===== config.mk =====
export PLATFORM = sky130hd
export DESIGN_NAME = scan_sequencer_flat
export DESIGN_NICKNAME = d
export VERILOG_FILES = /design/src/rtl/scan_sequencer_if.sv /design/src/rtl/scan_sequencer.sv /design/src/flat_wrapper.sv
export SDC_FILE = /design/constraint.sdc
export NUM_CORES = 1
export LEC_CHECK = 0
export ABC_AREA = 1
export CAP_MARGIN = 20
export CELL_PAD_IN_SITES_DETAIL_PLACEMENT = 0
export CELL_PAD_IN_SITES_GLOBAL_PLACEMENT = 1
export CORE_UTILIZATION = 28
export DETAILED_ROUTE_END_ITERATION = 8
export PLACE_DENSITY_LB_ADDON = 0.1
export SLEW_MARGIN = 20
export SYNTH_ARGS = -nofsm -noshare
export SYNTH_HDL_FRONTEND = slang
export SYNTH_SLANG_ARGS = --single-unit

===== constraint.sdc =====
create_clock -name clk -period 1.3 [get_ports clk]
set_input_delay 0.13 -clock clk [delete_from_list [all_inputs] [get_ports clk]]
set_output_delay 0.13 -clock clk [all_outputs]
set_load 0.05 [all_outputs]

===== src/rtl/scan_sequencer_if.sv =====
// Host/readout-facing bundle of the raster scan sequencer.
// The timeout flag exists only when SCAN_TIMEOUT_EN is defined.
interface scan_sequencer_if;
    logic       start;
    logic       abort;
    logic       mode_rev;
    logic       stride2;
    logic       row_ovf;
    logic       col_ovf;
    logic       sample_ack;
    logic [4:0] row_ctrl;
    logic [4:0] col_ctrl;
    logic       sample;
    logic       busy;
    logic       done;
`ifdef SCAN_TIMEOUT_EN
    logic       timeout;

    modport master (
        output start, abort, mode_rev, stride2, row_ovf, col_ovf, sample_ack,
        input  row_ctrl, col_ctrl, sample, busy, done, timeout
    );
    modport slave (
        input  start, abort, mode_rev, stride2, row_ovf, col_ovf, sample_ack,
        output row_ctrl, col_ctrl, sample, busy, done, timeout
    );
`else
    modport master (
        output start, abort, mode_rev, stride2, row_ovf, col_ovf, sample_ack,
        input  row_ctrl, col_ctrl, sample, busy, done
    );
    modport slave (
        input  start, abort, mode_rev, stride2, row_ovf, col_ovf, sample_ack,
        output row_ctrl, col_ctrl, sample, busy, done
    );
`endif
endinterface


===== src/rtl/scan_sequencer.sv =====
// Raster-scan sequencer driving a row/column pair of offset counters.
// Define SCAN_TIMEOUT_EN to add a sample_ack watchdog with a sticky timeout flag.
module scan_sequencer #(
    parameter int MOD_ROW        = 24,
    parameter int MOD_COL        = 24,
    parameter int SETTLE_CYCLES  = 4,
    parameter int TIMEOUT_CYCLES = 255
) (
    input  logic            clk,
    input  logic            rst_n,
    scan_sequencer_if.slave bus
);

    typedef enum logic [2:0] {
        S_IDLE,
        S_INIT,
        S_SETTLE,
        S_SAMPLE,
        S_STEP,
        S_DONE
    } state_t;

    localparam int SW = (SETTLE_CYCLES > 1) ? $clog2(SETTLE_CYCLES) : 1;
    localparam state_t PIX_ENTRY = (SETTLE_CYCLES == 0) ? S_SAMPLE : S_SETTLE;

    // The counters are 5 bits wide, so a modulus above 32 cannot be addressed.
    if (MOD_ROW < 1 || MOD_ROW > 32 || MOD_COL < 1 || MOD_COL > 32 ||
        SETTLE_CYCLES < 0 || TIMEOUT_CYCLES < 1) begin : g_param_check
        $error("scan_sequencer: parameter out of range");
    end

    state_t        state_q, state_d;
    logic          rev_q, rev_d;
    logic          s2_q, s2_d;
    logic          clr_q, clr_d;
    logic [SW-1:0] settle_q, settle_d;
    logic [2:0]    step_sel;

`ifdef SCAN_TIMEOUT_EN
    localparam int TW = (TIMEOUT_CYCLES > 1) ? $clog2(TIMEOUT_CYCLES) : 1;
    logic [TW-1:0] to_q, to_d;
    logic          timeout_q, timeout_d;

    assign bus.timeout = timeout_q;
`endif

    always_ff @(posedge clk or negedge rst_n) begin
        if (!rst_n) begin
            state_q   <= S_IDLE;
            rev_q     <= 1'b0;
            s2_q      <= 1'b0;
            clr_q     <= 1'b0;
            settle_q  <= '0;
`ifdef SCAN_TIMEOUT_EN
            to_q      <= '0;
            timeout_q <= 1'b0;
`endif
        end else begin
            state_q   <= state_d;
            rev_q     <= rev_d;
            s2_q      <= s2_d;
            clr_q     <= clr_d;
            settle_q  <= settle_d;
`ifdef SCAN_TIMEOUT_EN
            to_q      <= to_d;
            timeout_q <= timeout_d;
`endif
        end
    end

    assign step_sel = rev_q ? 3'b111 : (s2_q ? 3'b110 : 3'b101);

    always_comb begin
        state_d      = state_q;
        rev_d        = rev_q;
        s2_d         = s2_q;
        clr_d        = 1'b0;
        settle_d     = '0;
        bus.row_ctrl = 5'b00000;
        bus.col_ctrl = 5'b00000;
        bus.sample   = 1'b0;
        bus.busy     = (state_q != S_IDLE);
        bus.done     = 1'b0;
`ifdef SCAN_TIMEOUT_EN
        to_d         = '0;
        timeout_d    = timeout_q;
`endif
        unique case (state_q)
            S_IDLE: begin
                // clr_q marks the first idle cycle after an abort: clear both counters.
                if (clr_q) begin
                    bus.row_ctrl = 5'b10000;
                    bus.col_ctrl = 5'b10000;
                end
                if (bus.start) begin
                    rev_d   = bus.mode_rev;
                    s2_d    = bus.stride2;
                    state_d = S_INIT;
`ifdef SCAN_TIMEOUT_EN
                    timeout_d = 1'b0;
`endif
                end
            end
            S_INIT: begin
                bus.row_ctrl = rev_q ? 5'b01000 : 5'b10000;
                bus.col_ctrl = rev_q ? 5'b01000 : 5'b10000;
                state_d      = PIX_ENTRY;
            end
            S_SETTLE: begin
                if (settle_q == SW'(SETTLE_CYCLES - 1)) begin
                    state_d = S_SAMPLE;
                end else begin
                    settle_d = settle_q + SW'(1);
                end
            end
            S_SAMPLE: begin
                bus.sample = 1'b1;
                if (bus.sample_ack) begin
                    state_d = S_STEP;
`ifdef SCAN_TIMEOUT_EN
                end else if (to_q == TW'(TIMEOUT_CYCLES - 1)) begin
                    state_d   = S_STEP;
                    timeout_d = 1'b1;
                end else begin
                    to_d = to_q + TW'(1);
`endif
                end
            end
            S_STEP: begin
                // Row enable is gated by col_ovf; each counter's overflow depends
                // only on its own enable/step bits, so no combinational loop forms.
                bus.col_ctrl[2:0] = step_sel;
                state_d           = PIX_ENTRY;
                if (bus.col_ovf) begin
                    bus.col_ctrl[4:3] = rev_q ? 2'b01 : 2'b10;
                    bus.row_ctrl[2:0] = rev_q ? 3'b111 : 3'b101;
                    if (bus.row_ovf) begin
                        bus.row_ctrl[4:3] = rev_q ? 2'b01 : 2'b10;
                        state_d           = S_DONE;
                    end
                end
            end
            S_DONE: begin
                bus.done = 1'b1;
                state_d  = S_IDLE;
            end
            default: state_d = S_IDLE;
        endcase

        if (bus.abort && state_q != S_IDLE) begin
            state_d = S_IDLE;
            clr_d   = 1'b1;
        end
    end

endmodule


===== src/flat_wrapper.sv =====
// flat-port wrapper written by rule: the top's interface ports become plain ports
module scan_sequencer_flat 
#(
    parameter int MOD_ROW        = 24,
    parameter int MOD_COL        = 24,
    parameter int SETTLE_CYCLES  = 4,
    parameter int TIMEOUT_CYCLES = 255
)
  (clk, rst_n, bus_start, bus_abort, bus_mode_rev, bus_stride2, bus_row_ovf, bus_col_ovf, bus_sample_ack, bus_row_ctrl, bus_col_ctrl, bus_sample, bus_busy, bus_done);
  scan_sequencer_if bus_i ();
  input  logic clk;
  input  logic rst_n;
  input wire logic [$bits(bus_i.start)-1:0] bus_start;
  input wire logic [$bits(bus_i.abort)-1:0] bus_abort;
  input wire logic [$bits(bus_i.mode_rev)-1:0] bus_mode_rev;
  input wire logic [$bits(bus_i.stride2)-1:0] bus_stride2;
  input wire logic [$bits(bus_i.row_ovf)-1:0] bus_row_ovf;
  input wire logic [$bits(bus_i.col_ovf)-1:0] bus_col_ovf;
  input wire logic [$bits(bus_i.sample_ack)-1:0] bus_sample_ack;
  output wire logic [$bits(bus_i.row_ctrl)-1:0] bus_row_ctrl;
  output wire logic [$bits(bus_i.col_ctrl)-1:0] bus_col_ctrl;
  output wire logic [$bits(bus_i.sample)-1:0] bus_sample;
  output wire logic [$bits(bus_i.busy)-1:0] bus_busy;
  output wire logic [$bits(bus_i.done)-1:0] bus_done;
  assign bus_i.start = bus_start;
  assign bus_i.abort = bus_abort;
  assign bus_i.mode_rev = bus_mode_rev;
  assign bus_i.stride2 = bus_stride2;
  assign bus_i.row_ovf = bus_row_ovf;
  assign bus_i.col_ovf = bus_col_ovf;
  assign bus_i.sample_ack = bus_sample_ack;
  assign bus_row_ctrl = bus_i.row_ctrl;
  assign bus_col_ctrl = bus_i.col_ctrl;
  assign bus_sample = bus_i.sample;
  assign bus_busy = bus_i.busy;
  assign bus_done = bus_i.done;
  scan_sequencer #(.MOD_ROW(MOD_ROW), .MOD_COL(MOD_COL), .SETTLE_CYCLES(SETTLE_CYCLES), .TIMEOUT_CYCLES(TIMEOUT_CYCLES)) u_core (.clk(clk), .rst_n(rst_n), .bus(bus_i));
endmodule

==> key figures <==
Drt
  • DRT Pass-1 Iters: 3
  • ANT nets after route: 0
  • Total wire length: 1450 um
  • Vias: 603
  • Drt first-iter violations: 3
  • Vias/cell: 4.28
  • WL per Instance: 10.3 um
  • DRC errors left: 0

Synthesis
  • Sequential-to-total area share from yosys stat: 36.0%
  • Mean Syn Cell Area: 6.86 um2
  • Post-synth cell types: 17
  • Mapped Cells: 81
  • Post-synth top area share: 36.0%
  • Synth area leader: dfrtp_1
  • Synthesized cell area: 556 um2
  • Most area-consuming cells after synthesis: dfrtp_1, nand2_1, inv_1
  • YS warnings: 0
  • Post-Syn Nets: 91
  • FF+latch count, synth: 8

Clock network
  • CTS Buffer Depth: 2
  • Hold-fix buffers at CTS: 0
  • H-tree level count: 1
  • Worst skew pair latency: 0.25 ns
  • CTS Buf Count: 3
  • CTS tree: done
  • TritonCTS Sinks: 8
  • Root buffer cell: clkbuf_4
  • Reg clk slew, reported paths: 0.05 ns

Setup path
  • Worst Path Required: 1.17 ns
  • Crit Path Category: reg -> out
  • Minimum setup slack among reg-to-reg paths: -0.01 ns
  • Crit. End Element: output port
  • Crit start category: flop
  • Crit path max fanout: 3
  • Worst EP arrival: 1.46 ns

Final layout
  • # diodes: 0
  • Seq. cell area: 201 um2
  • Area of the multi-input gates: 373 um2
  • Cell area after layout: 0.00115 mm2
  • Share of layout cells above drive strength 1: 51.7%
  • P&R area growth vs syn: 107%
  • Fillcell total: 173
  • Layout Nets: 128

Run status
  • Failing checks: negative setup slack
  • Run status: finished, violations left

Die
  • DIE HEIGHT: 46.5 um
  • Die area: 0.00217 mm2
  • I/O Pins: 22
  • Die W: 46.5 um
  • Row cnt: 15
  • Initial core utilization: 30.8%
  • CORE AREA: 0.00180 mm2

Power and ir drop
  • Power, Total: 2.59 mW
  • PD cells: 2250 mW/mm2
  • Leakage: 0.584 nW
  • Worst vdd ir: 1.18 mV

Placed design
  • Pre-CTS worst setup slack: -0.0732 ns
  • Placed instance area: 0.00102 mm2
  • Global placer's final weighted congestion: 0.734
  • Port bufs: 21
  • HPWL after DPL: 1130 um

Global routing
  • Largest net degree at the start of global routing: 9
  • Vias in the first global route: 546
  • Initial antenna violation count: 0
  • Overall global routing resource usage: 15.7%
  • Gr ovfl total: 0
  • First-pass GRT wire length: 2340 um

STA
  • Fin Clk Skew: 0.00327 ns
  • Worst setup margin: -0.293 ns
  • Endpoints failing setup: 14
  • Final Critical Period: 1.59 ns
  • Fin crit share: 123%
  • Slew @ Worst Pin: 0.362 ns
  • Final Hold Vio Count: 0
  • Max Clk Rate: 0.628 GHz
  • Slew Viols, Final: 0
  • Worst slew margin: 75.8%
  • Hold_ws: 0.158 ns
  • RSZ-0062 raised after global routing: true

Hold path
  • Worst Hold Class: in -> async

Run
  • Max Cap Viol: 0
==> layer usage <==
| layer | global-route usage [%] | vias to the layer above | routed length [um] |
|---|---|---|---|
| li1 | - | 320 | - |
| met1 | 22.1 | 266 | 664 |
| met2 | 23.1 | 13 | 706 |
| met3 | 1.18 | 4 | 59 |
| met4 | 9.41 | 0 | 19 |
| met5 | 0 | - | 0 |
==> registers in the layout, indices dropped and copies added (netlist names) <==
register / flops
u_core.clr_q: 1
u_core.rev_q: 1
u_core.s2_q: 1
u_core.settle_q: 2
u_core.state_q: 3
==> layout by cell type (no fill, tap or decap) <==
cell             instances
a21oi_1                  2
a21oi_4                  1
buf_12                  13
buf_4                    9
buf_6                    4
clkbuf_4                 3
clkdlybuf4s50_1          8
dfrtp_1                  7
dfrtp_2                  1
ha_1                     1
inv_1                   10
inv_2                    6
inv_4                    1
nand2_1                 12
nand2_2                  6
nand2_4                  4
nand3_1                  8
nand3_2                  3
nand4_1                  1
nor2_1                   5
nor2_2                   2
nor2_4                   5
o21ai_0                  1
o21ai_1                  1
o21ai_4                  2
==> cell type report <==
| class | instances | share of cell area [%] |
|---|---|---|
| clock buffer | 3 | 1.96 |
| inverter | 17 | 5.78 |
| multi-input combinational | 54 | 32.5 |
| sequential | 8 | 17.6 |
| tap | 25 | 2.73 |
| timing repair buffer | 34 | 39.5 |
==> synth_stat cells, drive strengths merged <==
cell type and instances:
o21ai 4, nor2 12, buf 2, a21oi 3
dfrtp 8, ha 1, nand3 11, nand4 1
nand2 22, inv 17
==> path summary, 6_finish.rpt <==
| path | start | endpoint | depth (start not counted) |
|---|---|---|---|
| worst max-delay path | u_core.state_q[1] | bus_row_ctrl[3] | 6 |
| worst min-delay path | rst_n | u_core.settle_q[1] | 1 |
| worst max register to register | u_core.state_q[0] | u_core.state_q[2] | 9 |
| worst min register to register | u_core.settle_q[0] | u_core.settle_q[0] | 1 |
| max in group asynchronous | rst_n | u_core.state_q[2] | 1 |
| min in group clk | u_core.settle_q[0] | u_core.settle_q[0] | 1 |
==> logic make-up (layout without fill, tap and decap cells) <==
logic type	Yosys count	after routing	synth area share, %
buffers and inverters	19	54	13.7
DFF	8	8	36.0
AOI/OAI and AO/OA	7	7	6.31
adders and majority gates	1	1	2.25
and+or+nand+nor	46	46	41.7
==> repair_timing <==
item / CTS / global route
setup buffers: 3 / 2
endpoints found under the setup margin: 12 / 16
gates resized for setup: 14 / 14
pin swaps: 6 / 1
==> critical path, stage by stage (launching register included) <==
cell     delay (ns)
dfrtp_1        0.42
nor2_4         0.18
nand2_4        0.07
nor2_4         0.14
nand2_4        0.09
o21ai_4        0.16
buf_12         0.15
==> stage by stage <==
stage                     utilization (%)  cells  TNS (ns)
after floorplan                         -     81     -2.27
after global placement               56.7    135   -0.0754
after detailed placement             56.7    135    -0.123
after CTS                            61.1    140     -2.16
after global routing                 63.7    141     -3.32
final                                63.7    141     -2.48
==> report_power, final <==
part           internal, mW  leakage, nW  total, mW  switching, mW
logic                 0.890        0.469       1.96           1.07
clock network         0.105       0.0138      0.186         0.0804
registers             0.340        0.101      0.442          0.101
Note: power is estimated with default switching activity, not from simulation.
